[config.mk]
export PLATFORM = sky130hd
export DESIGN_NAME = scoreboard_per_warp
export DESIGN_NICKNAME = d
export VERILOG_FILES = /design/src/rtl/scoreboard_per_warp.sv
export SDC_FILE = /design/constraint.sdc
export NUM_CORES = 1
export LEC_CHECK = 0
export CORE_MARGIN = 2
export CORE_UTILIZATION = 54
export CTS_CLUSTER_DIAMETER = 60
export DETAILED_ROUTE_END_ITERATION = 7
export PLACE_DENSITY = 0.81
export SLEW_MARGIN = 5
export SYNTH_ARGS = -nofsm -noshare
export SYNTH_HDL_FRONTEND = slang
export SYNTH_SLANG_ARGS = --single-unit
[constraint.sdc]
create_clock -name clk -period 2.8 [get_ports clk]
set_input_delay 0.56 -clock clk [delete_from_list [all_inputs] [get_ports clk]]
set_output_delay 0.56 -clock clk [all_outputs]
set_load 0.05 [all_outputs]
[src/rtl/scoreboard_per_warp.sv]
// Per-warp register scoreboard.
// Tracks the destination registers of issued instructions that have not yet
// been written back. It tells the issue unit whether the instruction at the
// head of the buffer is free of RAW/WAW hazards. It also flags protocol
// misuse with a sticky error bit.
module scoreboard_per_warp #(
    parameter int NUM_ENTRIES    = 4,
    parameter int REG_ADDR_WIDTH = 5
) (
    input  logic                               clk,
    input  logic                               rst,
    input  logic [REG_ADDR_WIDTH-1:0]          Src1_IB_SB,
    input  logic                               Src1_valid_IB_SB,
    input  logic [REG_ADDR_WIDTH-1:0]          Src2_IB_SB,
    input  logic                               Src2_valid_IB_SB,
    input  logic [REG_ADDR_WIDTH-1:0]          Dst_IB_SB,
    input  logic                               Dst_valid_IB_SB,
    input  logic                               issue_IU_SB,
    input  logic [REG_ADDR_WIDTH-1:0]          Dst_WB_SB,
    input  logic                               valid_WB_SB,
    output logic                               hazard_free_SB_IU,
    output logic                               full_SB,
    output logic                               empty_SB,
    output logic [$clog2(NUM_ENTRIES+1)-1:0]   pending_count_SB,
    output logic                               err_SB
);

    localparam int CW = $clog2(NUM_ENTRIES + 1);

    logic [NUM_ENTRIES-1:0]    ent_valid;
    logic [REG_ADDR_WIDTH-1:0] ent_addr [NUM_ENTRIES];
    logic                      err;

    logic                      src1_hit;
    logic                      src2_hit;
    logic                      dst_hit;
    logic [NUM_ENTRIES-1:0]    wb_match;
    logic [NUM_ENTRIES-1:0]    alloc_sel;
    logic                      free_found;
    logic [CW-1:0]             count;
    logic                      do_alloc;
    logic                      protocol_err;

    // Compare the head operands and the writeback register against every
    // valid entry. Also pick the lowest free slot and count occupancy.
    // Everything here uses only the registered state, so a writeback in
    // this cycle cannot unblock the head until the next cycle.
    always_comb begin
        src1_hit   = 1'b0;
        src2_hit   = 1'b0;
        dst_hit    = 1'b0;
        wb_match   = '0;
        alloc_sel  = '0;
        free_found = 1'b0;
        count      = '0;
        for (int i = 0; i < NUM_ENTRIES; i++) begin
            if (ent_valid[i]) begin
                count = count + CW'(1);
                if (ent_addr[i] == Src1_IB_SB) src1_hit = 1'b1;
                if (ent_addr[i] == Src2_IB_SB) src2_hit = 1'b1;
                if (ent_addr[i] == Dst_IB_SB)  dst_hit  = 1'b1;
                if (ent_addr[i] == Dst_WB_SB)  wb_match[i] = 1'b1;
            end else if (!free_found) begin
                free_found   = 1'b1;
                alloc_sel[i] = 1'b1;
            end
        end
    end

    assign full_SB           = &ent_valid;
    assign empty_SB          = ~|ent_valid;
    assign pending_count_SB  = count;
    assign err_SB            = err;

    // A destination-writing instruction also needs a free slot. An
    // instruction that writes no register is never held back by a full board.
    assign hazard_free_SB_IU = !(Src1_valid_IB_SB && src1_hit)
                            && !(Src2_valid_IB_SB && src2_hit)
                            && !(Dst_valid_IB_SB && (dst_hit || full_SB));

    assign do_alloc     = issue_IU_SB && hazard_free_SB_IU && Dst_valid_IB_SB;
    assign protocol_err = (issue_IU_SB && !hazard_free_SB_IU)
                       || (valid_WB_SB && !(|wb_match));

    // Valid bits and sticky error flag.
    // The allocated slot was free before the edge and the released slot was
    // valid, so the two can never collide on the same entry.
    always_ff @(posedge clk) begin
        if (rst) begin
            ent_valid <= '0;
            err       <= 1'b0;
        end else begin
            for (int i = 0; i < NUM_ENTRIES; i++) begin
                if (do_alloc && alloc_sel[i]) begin
                    ent_valid[i] <= 1'b1;
                end else if (valid_WB_SB && wb_match[i]) begin
                    ent_valid[i] <= 1'b0;
                end
            end
            if (protocol_err) begin
                err <= 1'b1;
            end
        end
    end

    // Register addresses are only meaningful while their valid bit is set,
    // so they need no reset.
    always_ff @(posedge clk) begin
        for (int i = 0; i < NUM_ENTRIES; i++) begin
            if (do_alloc && alloc_sel[i]) begin
                ent_addr[i] <= Dst_IB_SB;
            end
        end
    end

endmodule

After elaboration in Yosys (flattened, before gate mapping)

Memory sizes are Yosys's and may differ from the RTL's.
Index checks and enable logic that the tools add are counted.

Bits in registers: 5
Output and inout port bits: 7
Logic and storage cells: 130
Memories kept: 1
Memory bits (writable): 20

Add/sub/neg operators: 3
Equal/unequal tests: 16
Reductions and logical operators: 35
Mux-type cells: 70

Memories:

| memory   | words | bits a word | rd ports | clocked after memory_dff | write ports | RTL line | RTL |
|---|---|---|---|---|---|---|---|
| ent_addr | 4     | 5           | 4        | 0                        | 1           | 31       | `logic [REG_ADDR_WIDTH-1:0] ent_addr [NUM_ENTRIES];` |

Operators with widths:

| operator                                                      | count |
|---|---|
| 5-bit equality test                                           | 16 |
| 1-bit two-way mux                                             | 61 |
| 1-bit logical AND                                             | 17 |
| 5-bit two-way mux                                             | 3 |
| 5-bit OR reduction                                            | 3 |
| 3-bit by 1-bit adder with 3-bit output, second input constant | 3 |
| 3-bit two-way mux                                             | 3 |
| 2-bit nonzero test                                            | 4 |
| 4-bit OR reduction                                            | 2 |
| 1-bit logical NOT                                             | 6 |
| 2-bit two-way mux                                             | 3 |
| 4-bit AND reduction                                           | 1 |
| 1-bit logical OR                                              | 2 |

Longest topological paths before layout

Gate-level depths: netlist (run 1).
An unclocked memory read counts as a cell.

Word-level depth: 23
Depth in mapped cells: 7
Mapped depth without buffers: 6

Least setup slack after synthesis (run 1)

OpenSTA, ideal clock, no wires.

Kind: reg-to-output
Start point: register ent_valid[0]
End point: output pending_count_SB[2]
Arrival time: 2004 ps
Path slack: 236 ps
Path buffers: 0
Stages on the path, launching flop included: 7
Cells stage by stage: dfxtp_1 > inv_1 > ha_1 > xor2_1 > ha_1 > nand2_1 > xor2_1

Word-level cells in the longest chain between the ends: 7

Ends and longest elaborated chain:

| what                                   | RTL line | RTL |
|---|---|---|
| start, declared                        | 30       | `logic [NUM_ENTRIES-1:0] ent_valid;` |
| start signal, assigned                 | 90       | `ent_valid <= '0;` |
| start signal, assigned by index        | 95       | `ent_valid[i] <= 1'b1;` |
| start signal, assigned by index        | 97       | `ent_valid[i] <= 1'b0;` |
| 1-bit two-way mux (*)                  | 57       | `if (ent_valid[i]) begin` |
| 3-bit by 1-bit adder with 3-bit output | 58       | `count = count + CW'(1);` |
| 3-bit two-way mux (*)                  | 57       |  |
| 3-bit by 1-bit adder with 3-bit output | 58       |  |
| 3-bit two-way mux (*)                  | 57       |  |
| 3-bit by 1-bit adder with 3-bit output | 58       |  |
| 3-bit two-way mux (*)                  | 57       |  |
| end, declared                          | 24       | `output logic [$clog2(NUM_ENTRIES+1)-1:0] pending_count_SB,` |

Mark *: on every way between the ends. The rest lies on a longest branch, timed or not.

==> results of run 1 <==
[critical path: stages, from the launching register on]
cell      delay, ns
edfxtp_1       0.52
xor2_1         0.21
nor4_1         0.35
a31oi_1        0.13
and4bb_2       0.27
o211a_1        0.24
buf_6          0.16
[layer usage]
layer,part of all wire,vias to the layer above,global-route usage
met4,0.022,0,0.0911
met3,0.041,8,0.00685
met1,0.44,757,0.303
li1,-,762,-
met2,0.50,47,0.429
met5,0,-,0
[registers in the layout, indices dropped and copies added, names as in the netlist]
register and flops:
ent_valid 4, err_SB 1, ent_addr 20
[worst max-delay path by stage]
stage,depth (start not counted),slack [ns],endpoint,from
2_1_floorplan,6,0.24,pending_count_SB[2],ent_valid[0]$_SDFFE_PP0P_
3_3_place_gp,7,-0.18,hazard_free_SB_IU,Dst_IB_SB[2]
3_5_place_dp,7,-0.24,hazard_free_SB_IU,Dst_IB_SB[2]
4_1_cts,7,0.005,hazard_free_SB_IU,Src2_IB_SB[0]
5_1_grt,6,0.02,pending_count_SB[1],ent_valid[1]$_SDFFE_PP0P_
6_report,6,0.1,hazard_free_SB_IU,ent_addr[2][3]$_DFFE_PP_
[repair_timing]
action,4_1_cts,5_1_grt
pin swaps,2,0
gates resized for setup,17,9
endpoints found under the setup margin,1,3
hold endpoints to repair,0,0
setup buffers,1,0
[report_power, final]
| part | switching, mW | total [mW] | internal (mW) |
|---|---|---|---|
| clock network | 0.117 | 0.221 | 0.104 |
| logic | 0.102 | 0.197 | 0.0954 |
| registers | 0.0121 | 0.422 | 0.409 |
[kinds of logic (layout without fill, tap and decap cells)]
group | Yosys count | after routing | synth area share
xor gates and xnor gates | 83 | 83 | 0.358
and+or+nand+nor | 50 | 50 | 0.150
DFF | 25 | 25 | 0.345
buffers and inverters | 19 | 59 | 0.0394
AOI/OAI and AO/OA | 13 | 13 | 0.0720
adders and majority gates | 5 | 5 | 0.0308
muxes | 1 | 1 | 0.00554
[through the flow]
| stage | TNS [ns] | setup WS, ns |
|---|---|---|
| 2_1_floorplan | 0 | 0.236 |
| 3_3_place_gp | -0.524 | -0.177 |
| 3_5_place_dp | -0.789 | -0.245 |
| 4_1_cts | 0 | 0.00526 |
| 5_1_grt | 0 | 0.0177 |
| 6_report | 0 | 0.0956 |
[area by class of cell]
class	count	area, um^2	area share
clock buffers	3	41.3	0.0162
clock inverters	1	8.76	0.00344
inverters	6	22.5	0.00885
multi-input cells	152	1270	0.500
flip-flops and latches	25	702	0.276
well taps	48	60.1	0.0236
repair buffers	49	438	0.172
[cells in the final DEF, fill, tap and decap left out, types with 2 or more instances in the layout]
cell	n
nand3_1	2
dlymetal6s2s_1	2
xnor2_1	49
and3_1	3
nand2b_1	2
a31oi_1	2
nor3_2	3
dfxtp_1	4
clkbuf_8	3
edfxtp_1	20
nand4_1	11
inv_1	5
nor4_1	5
clkdlybuf4s50_1	14
xor2_1	34
ha_1	5
nor2_1	2
nand2_1	6
o41ai_4	2
clkbuf_2	2
dlygate4sd2_1	11
buf_4	18
nor3_1	10
==> metrics, run 1 <==
routed length per instance=17.0 um; area delta synth->final=25.2%; Synth area leader=edfxtp_1; post-route minimum period=2.70 ns; Setup Crit Path Kind=flip-flop to output port; worst-skew pair later-pin latency=0.26 ns; EDFF count, synth=20; Die ar.=4270 um^2; Die Span Y=65.4 um; Clock Tree Root=clkbuf_8; antenna cells=0; Inst Count DP=279; Fill cells=283; LEAKAGE=0.923 nW; final wirelength=4840 um; Top FF cell, synth=edfxtp_1; post-layout util=0.701; WP data required=2.24 ns; input/output buffers=33; share of the synthesized area in the top cell type=0.295; vias in the first global route=1634; Max Cap Viol=0; Clock Path Buffers=2; antenna violations before repair=0; count leader, synth=xnor2_1; Total GRT Usage=0.238; share of cells above drive strength 1=0.169; Hold Path Origin=err_SB$_SDFFE_PP0P_; Power Dens Cells=330 nW/um^2; syn avg cell area=10.4 um^2; RSZ-0062 raised after global routing=no; flop2flop setup slack=0.52 ns; fmax=370 MHz; Post-DP Area=2480 um^2; hold path endpoint=err_SB$_SDFFE_PP0P_; TritonCTS clock tree=built; RePlAce Congestion=0.886; initial DRC count=118; GRT Residual Overflow=0; most frequent cells after synthesis=xnor2_1, xor2_1, edfxtp_1, nor3_1, nand4_1; Avg Vias per Cell=5.54; Tcrit/Tclk final=0.966; synth top area cells=edfxtp_1, xnor2_1, xor2_1; Finished Layout Cells=284; Final nets=269; R2R depth=9; Max Slew Vio Count=0; Die W=65.4 um; dpl hpwl=3860 um; Slew headroom=0.671; Final Hold Fails=0; hold_ws=0.565 ns; Initial Utilization=0.560; worst hold path class=flip-flop to flip-flop; Async SR Flop Fraction=0; warnings from Yosys=0; Placement Rows=22; WHS Path Cells=2; Clock Skew=0.00202 ns; syn_nets=228; Yosys cell types=34; worst slew pin tran=0.492 ns; Core Area=3630 um^2; vias=1574; synthesized area=2030 um^2; status=finished, final reports clean; H-tree depth=1; Critical Path Sink Type=output port; CTS Sinks=25; post-route ant nets=0; IO Pins=34; Seq cells post-synth=25; post-route cell area=2550 um^2; total iterations of the first detailed-routing run=4; total power=0.840 mW; FF-to-FF End=ent_addr[3][4]$_DFFE_PP_; CTS clk-pin slew, worst paths=0.09 ns; maximum vdd drop=0.332 mV; Worst Path Arrival=2.14 ns; largest net degree at the start of global routing=17; hold_buf cts=0; Cells after Synth=196; Worst Setup Start Kind=flip-flop; DRC viols=0; CTS Buf Count=3; crit-path max FO=4; first-pass GRT wire length=7590 um; Seq/Total Area, Yosys=0.345; worst reg2reg path startpoint=ent_addr[1][4]$_DFFE_PP_; Final Setup Violations=0
Power figures use the tool's default switching activity.
==> inputs of run 2 (changes only) <==
--- a/config.mk
+++ b/config.mk
@@ -5,7 +5,8 @@
 export SDC_FILE = /design/constraint.sdc
 export NUM_CORES = 1
 export LEC_CHECK = 0
-export CORE_MARGIN = 2
+export CAP_MARGIN = 20
+export CORE_MARGIN = 8
 export CORE_UTILIZATION = 54
 export CTS_CLUSTER_DIAMETER = 60
 export DETAILED_ROUTE_END_ITERATION = 7
==> metrics, run 2 (same netlist as run 1, synthesis figures left out) <==
Hold Path Origin=err_SB$_SDFFE_PP0P_ (unchanged); Top reg by flops=ent_addr (unchanged); Initial Utilization=0.560 (unchanged); DRC viols=0 (unchanged); Die W=77.4 um (was 65.4 um); GRT Residual Overflow=0 (unchanged); vias=1558 (was 1574); H-tree depth=1 (unchanged); max reg flops=20 (unchanged); worst hold path class=flip-flop to flip-flop (unchanged); Clock Tree Root=clkbuf_8 (unchanged); area delta synth->final=26.6% (was 25.2%); Critical Path Start=Dst_IB_SB[3] (was ent_addr[2][3]$_DFFE_PP_); total iterations of the first detailed-routing run=4 (unchanged); grt met3 use=0.0196 (was 0.00685); layer with the highest usage=met2 (unchanged); Die ar.=5980 um^2 (was 4270 um^2); routed length per instance=17.0 um (about the same); RePlAce Congestion=0.886 (about the same); initial DRC count=88 (was 118); Slew headroom=0.666 (was 0.671); first-pass GRT wire length=7930 um (was 7590 um); CTS clk-pin slew, worst paths=0.09 ns (about the same); IO Pins=34 (unchanged); grt met1 use=0.200 (was 0.303); LEAKAGE=0.952 nW (was 0.923 nW); hold_ws=0.561 ns (was 0.565 ns); Finished Layout Cells=287 (was 284); vias in the first global route=1634 (unchanged); WP data required=2.24 ns (about the same); Power Internal=0.613 mW (was 0.609 mW); Power Dens Cells=329 nW/um^2 (was 330 nW/um^2); final wirelength=4890 um (was 4840 um); combinational power share=0.236 (was 0.235); Clock Skew=0.00269 ns (was 0.00202 ns); hold_buf cts=0 (unchanged); dpl hpwl=3910 um (was 3860 um); maximum vdd drop=0.371 mV (was 0.332 mV); Tcrit/Tclk final=0.979 (was 0.966); CTS Sinks=25 (unchanged); Worst Path Arrival=2.18 ns (was 2.14 ns); TritonCTS clock tree=built (unchanged); Clock Path Buffers=2 (unchanged); Total GRT Usage=0.163 (was 0.238); Sw Ratio=0.278 (was 0.275); worst-skew pair later-pin latency=0.27 ns (was 0.26 ns); commonest non-fill, non-tap cells in the layout=xnor2_1, xor2_1, buf_4 (was xnor2_1, xor2_1, edfxtp_1); Final Setup Violations=0 (unchanged); Switch Pwr=0.236 mW (was 0.231 mW); Worst Setup Start Kind=input port (was flip-flop); fmax=365 MHz (was 370 MHz); antenna cells=0 (unchanged); Critical Path Sink Type=output port (unchanged); Die Span Y=77.4 um (was 65.4 um); Setup Crit Path Kind=input port to output port (was flip-flop to output port); Final Hold Fails=0 (unchanged); met2 Track Usage GR=0.288 (was 0.429); largest net degree at the start of global routing=17 (unchanged); Final nets=272 (was 269); crit-path max FO=5 (was 4); Max Cap Viol=0 (unchanged); worst reg2reg path startpoint=ent_addr[1][3]$_DFFE_PP_ (was ent_addr[1][4]$_DFFE_PP_); Inst Count DP=282 (was 279); RSZ-0062 raised after global routing=no (unchanged); share of cells above drive strength 1=0.172 (was 0.169); worst slew pin tran=0.499 ns (was 0.492 ns); antenna violations before repair=0 (unchanged); status=finished, final reports clean (unchanged); post-route minimum period=2.74 ns (was 2.70 ns); CTS Buf Count=3 (unchanged); Core Area=3630 um^2 (unchanged); Avg Vias per Cell=5.43 (was 5.54); flop2flop setup slack=0.56 ns (was 0.52 ns); sequential power share=0.496 (was 0.502); clock power share=0.268 (was 0.263); post-route ant nets=0 (unchanged); Max Slew Vio Count=0 (unchanged); most common cell after layout, fill and taps aside=xnor2_1 (unchanged); Placement Rows=22 (unchanged); input/output buffers=33 (unchanged)
[run 2: final timing paths]
check | to | cells after the start
worst max-delay path | hazard_free_SB_IU | 7
worst min-delay path | err_SB$_SDFFE_PP0P_ | 2
worst max register to register | ent_addr[3][4]$_DFFE_PP_ | 8
worst min register to register | err_SB$_SDFFE_PP0P_ | 2
[run 2: worst max-delay path: stages]
cell,delay [ns]
dlygate4sd2_1,0.33
xor2_1,0.18
nor4_2,0.32
a31oi_1,0.12
and4bb_2,0.27
o211a_1,0.24
buf_6,0.16
[run 2: layer usage]
layer	vias up	wire length, um
met5	-	0
met4	0	69
met3	6	167
met2	28	2420
met1	757	2230
li1	767	-
[run 2: what timing repair did]
action                                  4_1_cts  5_1_grt
setup buffers                                 1        0
resized for setup                            15        9
pin swaps                                     2        0
endpoints found under the setup margin        1        1
[run 2: cell type report]
cell class,instances,area (um^2)
Multi-Input combinational cell,152,1270
Fill cell,292,1060
Sequential cell,25,701
Timing Repair Buffer,52,468
Tap cell,48,60.1
Clock buffer,3,41.3
Inverter,6,22.5
Clock inverter,1,8.76
[run 2: power groups by stage]
stage	clock, mW	sequential [mW]	combinational, mW
6_report	0.227	0.421	0.200
5_1_grt	0.240	0.422	0.216
4_1_cts	0.228	0.421	0.201
3_5_place_dp	0	0.429	0.204
3_3_place_gp	0	0.429	0.201
2_1_floorplan	0	0.428	0.111
[run 2: stage by stage]
stage / power (mW) / util / setup slack, ns / instance area [um^2] / TNS (ns)
finish: 0.848 / 0.709 / 0.0601 / 2570 / 0
global route: 0.878 / 0.709 / 0.0110 / 2570 / 0
CTS: 0.850 / 0.707 / 0.000151 / 2570 / 0
detailed placement: 0.633 / 0.689 / -0.290 / 2500 / -1.47
global placement: 0.630 / 0.689 / -0.201 / 2500 / -0.625
floorplan: 0.539 / - / 0.236 / 2030 / 0
==> inputs of run 3 (changes only) <==
--- a/config.mk
+++ b/config.mk
@@ -6,6 +6,7 @@
 export NUM_CORES = 1
 export LEC_CHECK = 0
 export CAP_MARGIN = 20
+export CORE_ASPECT_RATIO = 0.5
 export CORE_MARGIN = 8
 export CORE_UTILIZATION = 54
 export CTS_CLUSTER_DIAMETER = 60
==> metrics, run 3 (same netlist as run 1, synthesis figures left out) <==
commonest non-fill, non-tap cells in the layout=xnor2_1, xor2_1, buf_4 (unchanged); first-pass GRT wire length=8830 um (was 7930 um); worst hold path class=flip-flop to flip-flop (unchanged); Final Setup Violations=0 (unchanged); grt met3 use=0.0539 (was 0.0196); WP data required=2.24 ns (about the same); vias in the first global route=1691 (was 1634); Die ar.=6100 um^2 (was 5980 um^2); Inst Count DP=287 (was 282); TritonCTS clock tree=built (unchanged); Final nets=273 (was 272); Fill cells=267 (was 292); hold_ws=0.560 ns (was 0.561 ns); fmax=367 MHz (was 365 MHz); initial DRC count=77 (was 88); Die Span Y=59.4 um (was 77.4 um); worst slack, placed=-0.217 ns (was -0.290 ns); post-route minimum period=2.72 ns (was 2.74 ns); RSZ-0062 raised after global routing=no (unchanged); met2 Track Usage GR=0.298 (was 0.288); largest net degree at the start of global routing=17 (unchanged); register area=701 um^2 (unchanged); total power=0.852 mW (was 0.848 mW); setup ws final=0.0765 ns (was 0.0601 ns); antenna violations before repair=0 (unchanged); Die W=103 um (was 77.4 um); worst-skew pair later-pin latency=0.27 ns (about the same); crit-path max FO=4 (was 5); status=finished, final reports clean (unchanged); GRT Residual Overflow=0 (unchanged); CTS Sinks=25 (unchanged); Total GRT Usage=0.192 (was 0.163); total iterations of the first detailed-routing run=4 (unchanged); Sum Neg Setup Slack=0 ns (unchanged); dpl hpwl=4550 um (was 3910 um); final wirelength=5600 um (was 4890 um); Clock Skew=0.00306 ns (was 0.00269 ns); Critical Path Sink Type=output port (unchanged); Max Cap Viol=0 (unchanged); routed length per instance=19.2 um (was 17.0 um); post-route ant nets=0 (unchanged); Placement Rows=15 (was 22); antenna cells=0 (unchanged); Clock Path Buffers=2 (unchanged); Tcrit/Tclk final=0.973 (was 0.979); max reg flops=20 (unchanged); layer with the highest usage=met2 (unchanged); Top reg by flops=ent_addr (unchanged); Core Area=3530 um^2 (was 3630 um^2); input/output buffers=33 (unchanged); RePlAce Congestion=1.05 (was 0.886); most common cell after layout, fill and taps aside=xnor2_1 (unchanged); Worst Path Arrival=2.16 ns (was 2.18 ns); Setup Crit Path Kind=input port to output port (unchanged); IO Pins=34 (unchanged); area delta synth->final=27.7% (was 26.6%); vias=1621 (was 1558); grt met1 use=0.257 (was 0.200); LEAKAGE=0.958 nW (was 0.952 nW); Initial Utilization=0.576 (was 0.560); Avg Vias per Cell=5.57 (was 5.43); Clock Tree Root=clkbuf_8 (unchanged); share of cells above drive strength 1=0.175 (was 0.172); H-tree depth=1 (unchanged); Power Dens Cells=328 nW/um^2 (was 329 nW/um^2); Max Slew Vio Count=0 (unchanged); maximum vdd drop=0.336 mV (was 0.371 mV); Slew headroom=0.669 (was 0.666); DRC viols=0 (unchanged); CTS clk-pin slew, worst paths=0.09 ns (about the same); worst slew pin tran=0.495 ns (was 0.499 ns); Final Hold Fails=0 (unchanged); footprint of the multi-input gates=1280 um^2 (was 1270 um^2); CTS Buf Count=3 (unchanged); Finished Layout Cells=291 (was 287); Worst Setup Start Kind=input port (unchanged)
run 3: worst paths after layout:
check	start	endpoint	slack [ns]	cells after the start
setup / recovery	Dst_IB_SB[3]	hazard_free_SB_IU	0.08	7
hold / removal	err_SB$_SDFFE_PP0P_	err_SB$_SDFFE_PP0P_	0.56	2
hold reg to reg	err_SB$_SDFFE_PP0P_	err_SB$_SDFFE_PP0P_	0.56	2
setup reg to reg	ent_addr[1][3]$_DFFE_PP_	ent_addr[3][4]$_DFFE_PP_	0.46	8
run 3: report_power, final:
part / total, mW / internal (mW) / leakage, nW / switching [mW]
sequential: 0.424 / 0.409 / 0.223 / 0.0144
clock: 0.226 / 0.104 / 0.0261 / 0.121
combinational: 0.203 / 0.100 / 0.709 / 0.103
total: 0.852 / 0.614 / 0.958 / 0.238
run 3: metrics by stage:
stage	utilization	instance area (um^2)
after floorplan	-	2030
after global placement	0.715	2520
after detailed placement	0.715	2520
after CTS	0.731	2580
after global routing	0.736	2600
final	0.736	2600
run 3: routing by layer:
metal	vias up	wire length, um
li1	770	-
met1	769	2520
met2	78	2450
met3	4	599
met4	0	31
met5	-	0
run 3: cell type report:
type	count	area share
clock buffer	3	0.0159
clock inverter	1	0.00337
sequential	25	0.270
inverter	6	0.00867
timing repair buffer	53	0.185
multi-input combinational	152	0.493
tap	51	0.0246
run 3: critical path: stages:
cell           delay, ns
dlygate4sd2_1       0.30
xor2_1              0.18
nor4_2              0.33
a31oi_1             0.11
and4bb_2            0.27
o211a_1             0.24
buf_6               0.16
run 3: repair_timing:
action	CTS	global route
resized for setup	15	8
setup buffers	0	0
pin swaps	1	1
gates cloned	0	0
hold buffers	0	0
setup endpoints to repair	1	1
